### src/rtl/cp0_pkg.sv
// cp0_pkg: shared definitions for the CP0 interrupt/exception block.
//   - CP0 register addresses encoded as {rd[4:0], sel[2:0]}
//   - bit positions inside Status and Cause
//   - reset images for Status, Cause and EPC
//   - the ExcCode enumeration
package cp0_pkg;

  // Register addresses {rd, sel}
  localparam logic [7:0] CP0_ADDR_COUNT   = {5'd9,  3'd0};
  localparam logic [7:0] CP0_ADDR_COMPARE = {5'd11, 3'd0};
  localparam logic [7:0] CP0_ADDR_STATUS  = {5'd12, 3'd0};
  localparam logic [7:0] CP0_ADDR_CAUSE   = {5'd13, 3'd0};
  localparam logic [7:0] CP0_ADDR_EPC     = {5'd14, 3'd0};

  // Status bit positions
  localparam int STATUS_IE    = 0;
  localparam int STATUS_EXL   = 1;
  localparam int STATUS_IM_LO = 8;
  localparam int STATUS_IM_HI = 15;
  localparam int STATUS_BEV   = 22;

  // Cause bit positions
  localparam int CAUSE_EXC_LO = 2;
  localparam int CAUSE_EXC_HI = 6;
  localparam int CAUSE_IP_LO  = 8;
  localparam int CAUSE_IP_HI  = 15;
  localparam int CAUSE_TI     = 30;
  localparam int CAUSE_BD     = 31;

  // Reset images
  localparam logic [31:0] STATUS_RESET = 32'h0040_0000;
  localparam logic [31:0] CAUSE_RESET  = 32'h0000_0000;
  localparam logic [31:0] EPC_RESET    = 32'h0000_0000;

  typedef enum logic [4:0] {
    EXC_INT  = 5'h00,
    EXC_ADEL = 5'h04,
    EXC_ADES = 5'h05,
    EXC_SYS  = 5'h08,
    EXC_BP   = 5'h09,
    EXC_RI   = 5'h0a,
    EXC_OV   = 5'h0c
  } exc_code_e;

endpackage

### src/rtl/cp0_count_timer.sv
// cp0_count_timer: Count/Compare timer.
//   clk, rst     : clock and synchronous active-high reset
//   count_we     : load Count from wdata (also restarts the divider)
//   compare_we   : load Compare from wdata (also clears ti)
//   wdata        : write data for either register
//   count        : current Count
//   compare      : current Compare
//   ti           : sticky timer interrupt flag
module cp0_count_timer
  import cp0_pkg::*;
#(
  parameter int COUNT_DIV = 2
) (
  input  logic        clk,
  input  logic        rst,
  input  logic        count_we,
  input  logic        compare_we,
  input  logic [31:0] wdata,
  output logic [31:0] count,
  output logic [31:0] compare,
  output logic        ti
);

  // A 1-bit phase counter is kept even for COUNT_DIV == 1; it just stays at 0.
  localparam int PHASE_W = (COUNT_DIV > 1) ? $clog2(COUNT_DIV) : 1;

  logic [PHASE_W-1:0] phase_reg;
  logic [31:0]        count_reg;
  logic [31:0]        compare_reg;
  logic               ti_reg;
  logic               tick;
  logic               match;

  assign tick  = (phase_reg == PHASE_W'(COUNT_DIV - 1));
  // Match uses the registered values, so ti rises one edge after equality.
  assign match = (count_reg == compare_reg);

  always_ff @(posedge clk) begin
    if (rst) begin
      phase_reg   <= '0;
      count_reg   <= '0;
      compare_reg <= '0;
      ti_reg      <= 1'b0;
    end else begin
      // A software load wins over a same-cycle increment.
      if (count_we) begin
        count_reg <= wdata;
        phase_reg <= '0;
      end else if (tick) begin
        count_reg <= count_reg + 32'd1;
        phase_reg <= '0;
      end else begin
        phase_reg <= phase_reg + PHASE_W'(1);
      end

      // Rewriting Compare acknowledges the timer; the clear wins over a match.
      if (compare_we) begin
        compare_reg <= wdata;
        ti_reg      <= 1'b0;
      end else if (match) begin
        ti_reg <= 1'b1;
      end
    end
  end

  assign count   = count_reg;
  assign compare = compare_reg;
  assign ti      = ti_reg;

endmodule

### src/rtl/cp0_intr_ctrl.sv
// cp0_intr_ctrl: CP0 Status/Cause/EPC/Count/Compare register block.
//   clk, rst               : clock and synchronous active-high reset
//   mtc0_we/cp0_waddr/mtc0_data : MTC0 write port
//   cp0_raddr/cp0_rdata    : MFC0 read port (combinational, old value on RAW)
//   exception/ex_code/ex_bd/ex_pc : exception commit event
//   eret_flush             : ERET commit event
//   hw_int                 : asynchronous level interrupt sources
//   cp0_status/cp0_cause/cp0_epc : current register images
//   timer_int              : Cause.TI
//   int_req                : enabled interrupt pending
module cp0_intr_ctrl
  import cp0_pkg::*;
#(
  parameter int HW_INT_NUM  = 6,
  parameter int COUNT_DIV   = 2,
  parameter int SYNC_STAGES = 2,
  parameter int ADDR_W      = 8
) (
  input  logic                  clk,
  input  logic                  rst,
  input  logic                  mtc0_we,
  input  logic [ADDR_W-1:0]     cp0_waddr,
  input  logic [31:0]           mtc0_data,
  input  logic [ADDR_W-1:0]     cp0_raddr,
  output logic [31:0]           cp0_rdata,
  input  logic                  exception,
  input  logic [4:0]            ex_code,
  input  logic                  ex_bd,
  input  logic [31:0]           ex_pc,
  input  logic                  eret_flush,
  input  logic [HW_INT_NUM-1:0] hw_int,
  output logic [31:0]           cp0_status,
  output logic [31:0]           cp0_cause,
  output logic [31:0]           cp0_epc,
  output logic                  timer_int,
  output logic                  int_req
);

  // Write decode
  logic we_count, we_compare, we_status, we_cause, we_epc;

  assign we_count   = mtc0_we && (cp0_waddr == ADDR_W'(CP0_ADDR_COUNT));
  assign we_compare = mtc0_we && (cp0_waddr == ADDR_W'(CP0_ADDR_COMPARE));
  assign we_status  = mtc0_we && (cp0_waddr == ADDR_W'(CP0_ADDR_STATUS));
  assign we_cause   = mtc0_we && (cp0_waddr == ADDR_W'(CP0_ADDR_CAUSE));
  assign we_epc     = mtc0_we && (cp0_waddr == ADDR_W'(CP0_ADDR_EPC));

  // Count / Compare / TI
  logic [31:0] count_val;
  logic [31:0] compare_val;
  logic        ti;

  cp0_count_timer #(
    .COUNT_DIV (COUNT_DIV)
  ) u_count_timer (
    .clk        (clk),
    .rst        (rst),
    .count_we   (we_count),
    .compare_we (we_compare),
    .wdata      (mtc0_data),
    .count      (count_val),
    .compare    (compare_val),
    .ti         (ti)
  );

  // Hardware interrupt synchronisers: one flop chain per line.
  logic [HW_INT_NUM-1:0] hw_sync;

  genvar gi;
  generate
    for (gi = 0; gi < HW_INT_NUM; gi++) begin : g_sync
      logic [SYNC_STAGES-1:0] chain_reg;
      if (SYNC_STAGES == 1) begin : g_one
        always_ff @(posedge clk) begin
          if (rst) chain_reg <= '0;
          else     chain_reg <= hw_int[gi];
        end
      end else begin : g_many
        always_ff @(posedge clk) begin
          if (rst) chain_reg <= '0;
          else     chain_reg <= {chain_reg[SYNC_STAGES-2:0], hw_int[gi]};
        end
      end
      assign hw_sync[gi] = chain_reg[SYNC_STAGES-1];
    end
  endgenerate

  // Map synced lines onto IP[7:2]; lines that do not exist read 0.
  logic [5:0] ip_hw;

  generate
    for (gi = 0; gi < 6; gi++) begin : g_ip
      if (gi < HW_INT_NUM) begin : g_present
        assign ip_hw[gi] = hw_sync[gi];
      end else begin : g_absent
        assign ip_hw[gi] = 1'b0;
      end
    end
  endgenerate

  // Status / Cause / EPC state
  logic [7:0]  status_im_reg;
  logic        status_exl_reg;
  logic        status_ie_reg;
  logic        cause_bd_reg;
  logic [4:0]  cause_exc_reg;
  logic [1:0]  cause_ip_sw_reg;
  logic [31:0] epc_reg;
  logic [31:0] epc_next;
  logic        epc_capture;

  // Only the first exception of a nest records EPC/BD.
  assign epc_capture = exception && !status_exl_reg;
  // A delay-slot fault returns to the branch, one word earlier.
  assign epc_next    = ex_bd ? (ex_pc - 32'd4) : ex_pc;

  always_ff @(posedge clk) begin
    if (rst) begin
      status_im_reg   <= STATUS_RESET[STATUS_IM_HI:STATUS_IM_LO];
      status_exl_reg  <= STATUS_RESET[STATUS_EXL];
      status_ie_reg   <= STATUS_RESET[STATUS_IE];
      cause_bd_reg    <= CAUSE_RESET[CAUSE_BD];
      cause_exc_reg   <= CAUSE_RESET[CAUSE_EXC_HI:CAUSE_EXC_LO];
      cause_ip_sw_reg <= CAUSE_RESET[CAUSE_IP_LO+1:CAUSE_IP_LO];
      epc_reg         <= EPC_RESET;
    end else begin
      // EXL ownership: exception, then ERET, then software.
      if (exception) begin
        status_exl_reg <= 1'b1;
        cause_exc_reg  <= ex_code;
        if (epc_capture) begin
          cause_bd_reg <= ex_bd;
        end
      end else if (eret_flush) begin
        status_exl_reg <= 1'b0;
      end else if (we_status) begin
        status_exl_reg <= mtc0_data[STATUS_EXL];
      end

      // IM/IE have no competing hardware writer.
      if (we_status) begin
        status_im_reg <= mtc0_data[STATUS_IM_HI:STATUS_IM_LO];
        status_ie_reg <= mtc0_data[STATUS_IE];
      end

      if (we_cause) begin
        cause_ip_sw_reg <= mtc0_data[CAUSE_IP_LO+1:CAUSE_IP_LO];
      end

      if (epc_capture) begin
        epc_reg <= epc_next;
      end else if (we_epc) begin
        epc_reg <= mtc0_data;
      end
    end
  end

  // Register images
  logic [7:0]  cause_ip;
  logic [31:0] status_word;
  logic [31:0] cause_word;

  // IP[7] is shared between hw line 5 and the timer.
  assign cause_ip = {ip_hw[5] | ti, ip_hw[4:0], cause_ip_sw_reg};

  always_comb begin
    status_word                            = '0;
    status_word[STATUS_BEV]                = 1'b1;
    status_word[STATUS_IM_HI:STATUS_IM_LO] = status_im_reg;
    status_word[STATUS_EXL]                = status_exl_reg;
    status_word[STATUS_IE]                 = status_ie_reg;
  end

  always_comb begin
    cause_word                            = '0;
    cause_word[CAUSE_BD]                  = cause_bd_reg;
    cause_word[CAUSE_TI]                  = ti;
    cause_word[CAUSE_IP_HI:CAUSE_IP_LO]   = cause_ip;
    cause_word[CAUSE_EXC_HI:CAUSE_EXC_LO] = cause_exc_reg;
  end

  // MFC0 read mux: pure function of registered state, so a same-cycle
  // write is not visible until the following cycle.
  always_comb begin
    cp0_rdata = '0;
    if (cp0_raddr == ADDR_W'(CP0_ADDR_COUNT))        cp0_rdata = count_val;
    else if (cp0_raddr == ADDR_W'(CP0_ADDR_COMPARE)) cp0_rdata = compare_val;
    else if (cp0_raddr == ADDR_W'(CP0_ADDR_STATUS))  cp0_rdata = status_word;
    else if (cp0_raddr == ADDR_W'(CP0_ADDR_CAUSE))   cp0_rdata = cause_word;
    else if (cp0_raddr == ADDR_W'(CP0_ADDR_EPC))     cp0_rdata = epc_reg;
  end

  assign cp0_status = status_word;
  assign cp0_cause  = cause_word;
  assign cp0_epc    = epc_reg;
  assign timer_int  = ti;
  assign int_req    = status_ie_reg && !status_exl_reg && |(status_im_reg & cause_ip);

endmodule

### config.mk
export PLATFORM = sky130hd
export DESIGN_NAME = cp0_intr_ctrl
export DESIGN_NICKNAME = d
export VERILOG_FILES = /design/src/rtl/cp0_pkg.sv /design/src/rtl/cp0_count_timer.sv /design/src/rtl/cp0_intr_ctrl.sv
export SDC_FILE = /design/constraint.sdc
export NUM_CORES = 1
export LEC_CHECK = 0
export ABC_AREA = 1
export CORE_MARGIN = 3
export CORE_UTILIZATION = 40
export CTS_CLUSTER_SIZE = 8
export DETAILED_ROUTE_END_ITERATION = 8
export PLACE_DENSITY = 0.68
export SLEW_MARGIN = 15
export SYNTH_ARGS = -nofsm -noshare
export SYNTH_HDL_FRONTEND = slang
export SYNTH_HIERARCHICAL = 1
export SYNTH_SLANG_ARGS = --single-unit
### constraint.sdc
create_clock -name clk -period 3.1 [get_ports clk]
set_clock_uncertainty 0.1 [all_clocks]
set_input_delay 0.465 -clock clk [delete_from_list [all_inputs] [get_ports clk]]
set_output_delay 0.465 -clock clk [all_outputs]
set_load 0.05 [all_outputs]
# Word level (Yosys, flattened, before mapping)
# Cells that the tools add are included.
# Widths: inputs -> output; s select.
# word_totals
word_cells	62
ff_bits	128
# classes
n_eq_ne	11
n_bitwise	2
add_sub_neg	3
muxes	13
n_reduce_logical	16
# ops
op	n
$mux 32	10
$eq 8x7->1 const B	10
$add 32x1->32 const B	1
$eq 32x32->1	1
$sub 32x3->32 const B	1
$and 8x8->8	1
$logic_and 1x1->1	8
$reduce_or 8->1	1
$reduce_bool 2->1	2
$mux 1	3
$reduce_bool 3->1	1
$reduce_or 3->1	1
$reduce_and 2->1	1
$reduce_or 2->1	1
$add 1x1->1 const B	1
$logic_not 1->1	1
$or 1x1->1	1

# Logic depth before layout (Yosys ltp)
# depth
word_depth	6
ltp_mapped	12
depth_no_buf	12

# Modules after synthesis
# The synthesis kept the hierarchy.
# by_module_without_submodules
module	area_each_um2	seq_area_each_um2	cells_per_inst	n_inst
cp0_intr_ctrl	4788.3	1241.2	787	1
cp0_count_timer	3807.4	1321.3	571	1

# Worst setup path before layout
# Ideal clock, no wire load.
# synth_path
kind	in2out
start	input port cp0_raddr[6]
end	output port cp0_rdata[24]
path_stages	9
setup_slack_ns	0.472
path_buffers	1
t_arrival_ns	2.063
t_required_ns	2.535
path_cell_list	inv_1 > nor2_2 > nand2_1 > nor2_1 > nand2_1 > inv_1 > buf_2 > nand2_1 > a21oi_1
# synth_via
elab_chain_cells	6
word_cells_on_any_way	10
cone_classes	eq/ne: 5; mux: 5
# synth_rtl
element	line_no	rtl
start, declared	cp0_intr_ctrl.sv:24	input logic [ADDR_W-1:0] cp0_raddr,
$eq 8x7->1	cp0_intr_ctrl.sv:190	else if (cp0_raddr == ADDR_W'(CP0_ADDR_EPC)) cp0_rdata = epc_reg;
$mux 32	cp0_intr_ctrl.sv:190	
$mux 32	cp0_intr_ctrl.sv:189	else if (cp0_raddr == ADDR_W'(CP0_ADDR_CAUSE)) cp0_rdata = cause_word;
$mux 32	cp0_intr_ctrl.sv:188	else if (cp0_raddr == ADDR_W'(CP0_ADDR_STATUS)) cp0_rdata = status_word;
$mux 32	cp0_intr_ctrl.sv:187	else if (cp0_raddr == ADDR_W'(CP0_ADDR_COMPARE)) cp0_rdata = compare_val;
$mux 32 *	cp0_intr_ctrl.sv:186	if (cp0_raddr == ADDR_W'(CP0_ADDR_COUNT)) cp0_rdata = count_val;
end, declared	cp0_intr_ctrl.sv:25	output logic [31:0] cp0_rdata,
# Every way passes the cells marked *; elsewhere a longest branch is shown, timed or not.

# Final worst setup path
# layout_path
start	input port cp0_raddr[3]
end	output port cp0_rdata[6]
# Same word-level chain as after synthesis.

==> results.py <==
metrics = {
    "clocking": {
        "htreeDepth": 4,
        "numCtsBuffers": 17,
        "post-cts-setup-buffers": 0,
        "clk_pin_slew_ns": 0.07,
        "clock_latency_ns": 0.43,
        "clkSinkCount": 128,
        "holdBufCountCts": 0,
        "postCtsResizedCells": 0,
        "clockBufferDepth": 2,
        "cts_root_buf": "clkbuf_16",
        "cts_tree": "yes",
    },
    "sta": {
        "max_slew_margin": 0.286,
        "fin_crit_sh": 0.942,
        "rsz0062_at_grt": "false",
        "final.setup.worst_slack_ns": 0.179,
        "drv_slew": 0,
        "finalHoldViolations": 0,
        "setup_violations": 0,
        "fmax_mhz": 342,
        "min_period_ns": 2.92,
        "tns_ns": 0,
        "tightest_slew_ns": 1.07,
    },
    "global_routing": {
        "grt_pass1_vias": 8425,
        "grt_pass1_wl_mm": 48.1,
        "gr-total-overflow": 0,
        "grt_max_degree": 57,
        "track_usage": 0.258,
        "antenna_found_initial": 2,
    },
    "finish": {
        "final_util": 0.551,
        "drive_above_1_share": 0.118,
        "area.growth.synth_to_final_pct": 32.6,
        "regArea_mm2": 0.00256,
        "final_nets": 1618,
        "instances_no_fill": 1803,
        "layout_commonest_cell": "nand2_1",
        "final_cell_mix": "349 x nand2_1, 200 x nor2_1, 153 x clkdlybuf4s50_1",
        "fill_cells": 2012,
        "multiInputGateArea_mm2": 0.00503,
    },
    "route": {
        "dr_total_vias": 9344,
        "wl_met2_mm": 14.3,
        "m1WireLength_mm": 13.7,
        "drc": 0,
        "routedWlPerCell_um": 17.4,
        "viasPerCell": 5.18,
        "wl_mm": 31.4,
        "drt_first_pass_iters": 5,
        "drtAntennaViolNets": 0,
        "drt_iter0_drc": 1037,
        "wl_met3_mm": 2.97,
        "top_layer": "met5",
    },
    "synthesis": {
        "synth-seq-cells": 128,
        "synth_edf_count": 0,
        "synth.top_cell.area_share": 0.298,
        "yosysTopAreaCell": "dfxtp_1",
        "seq_area_frac_synth": 0.298,
        "netlist_area_mm2": 0.00860,
        "syn_avg_cell_area_um2": 6.33,
        "synth_cell_type_count": 45,
        "synth_ff_type": "dfxtp_1",
        "yosys-top-cells-area": "dfxtp_1 30%, nand2_1 15%, nor2_1 8.8%, inv_1 5.5%, nand3_1 5.1%",
        "synth_warnings": 6,
        "synthCells": 1358,
        "async_flop_share": 0,
    },
    "critical_path": {
        "required_ns": 2.53,
        "worst_setup_path_end_kind": "output port",
        "cp.arrival_ns": 2.36,
        "rrSetupSlack_ns": 1.16,
        "crit_fanout": 8,
        "criticalPathCategory": "input pin to output port",
        "start_kind": "input pin",
    },
    "floorplan": {
        "die_y_um": 153,
        "start_util": 0.415,
        "core_mm2": 0.0207,
        "fp-row-count": 52,
        "top_level_ports": 227,
        "die_w_um": 153,
        "dieArea_mm2": 0.0233,
    },
    "min_path": {
        "hold_class": "input pin to register",
    },
    "power_and_ir_drop": {
        "vdd_drop_max_mv": 0.309,
        "p_leak_nw": 4.76,
        "finalPower_mw": 4.56,
        "p_per_area_mw_per_mm2": 400,
    },
    "job": {
        "max-cap-violations": 0,
    },
    "placement": {
        "portBuffers": 187,
        "dp_worst_setup_slack_ns": 0.178,
        "hpwl_mm": 24.7,
        "gp_congestion": 1.00,
        "place_inst": 1770,
    },
    "status": {
        "status": "finished, final reports clean",
    },
}
## stage by stage
step | cell area, µm² | hold slack (ns)
detailed placement | 10800 | 0.293
global placement | 10800 | 0.290
finish | 11400 | 0.267
global route | 11400 | 0.269
CTS | 11400 | 0.251
floorplan | 8730 | 0.288
## power by group
group	internal, mW	switching [mW]	leakage (nW)
sequential	1.69	0.0596	1.04
clock	1.08	0.908	0.290
combinational	0.266	0.549	3.43
## per-layer routing
metal | GRT usage | up-vias
li1 | - | 4574
met1 | 0.363 | 4264
met2 | 0.407 | 457
met3 | 0.0511 | 47
met4 | 0.0666 | 2
met5 | 0 | -
## cell families after synthesis
group / Yosys count / share of synthesized area
other cells: 2 / 0.000874
fa+ha+maj: 2 / 0.00291
buf+inv: 242 / 0.135
compound gates: 215 / 0.146
xor+xnor: 43 / 0.0447
simple gates: 726 / 0.372
flops: 128 / 0.298
## final cells by class
| cell class | instances | area share |
|---|---|---|
| antenna | 1 | 0.000220 |
| clock buffer | 17 | 0.0373 |
| clock inverter | 15 | 0.0137 |
| inverter | 140 | 0.0461 |
| multi-input combinational | 1025 | 0.442 |
| sequential | 128 | 0.225 |
| tap | 270 | 0.0296 |
| timing repair buffer | 207 | 0.206 |
## cell usage after synthesis (15+ instances only)
library cell    n
a21oi_1        69
a22oi_1        23
buf_2          21
buf_4          50
clkbuf_1       23
dfxtp_1       128
inv_1         125
inv_2          15
nand2_1       349
nand3_1        88
nand4_1        15
nor2_1        201
nor2_2         21
o21ai_0        76
xnor2_1        26
xor2_1         16
## final timing paths
kind	from	end	cells past startpoint
max	cp0_raddr[3]	cp0_rdata[6]	9
min	rst	u_count_timer/count[10]	2
max reg2reg	status_exl_reg	cp0_epc[27]	8
min reg2reg	g_sync[0].chain_reg[0]	g_sync[0].chain_reg[1]	2
## critical path, stage by stage
cell             delay, ns
clkdlybuf4s50_1       0.47
nand3_1               0.07
nor2_1                0.23
nand2_1               0.17
nor2_2                0.27
buf_4                 0.21
nand2_1               0.05
o2111ai_1             0.20
buf_12                0.19
Note: power is estimated with default switching activity, not from simulation.
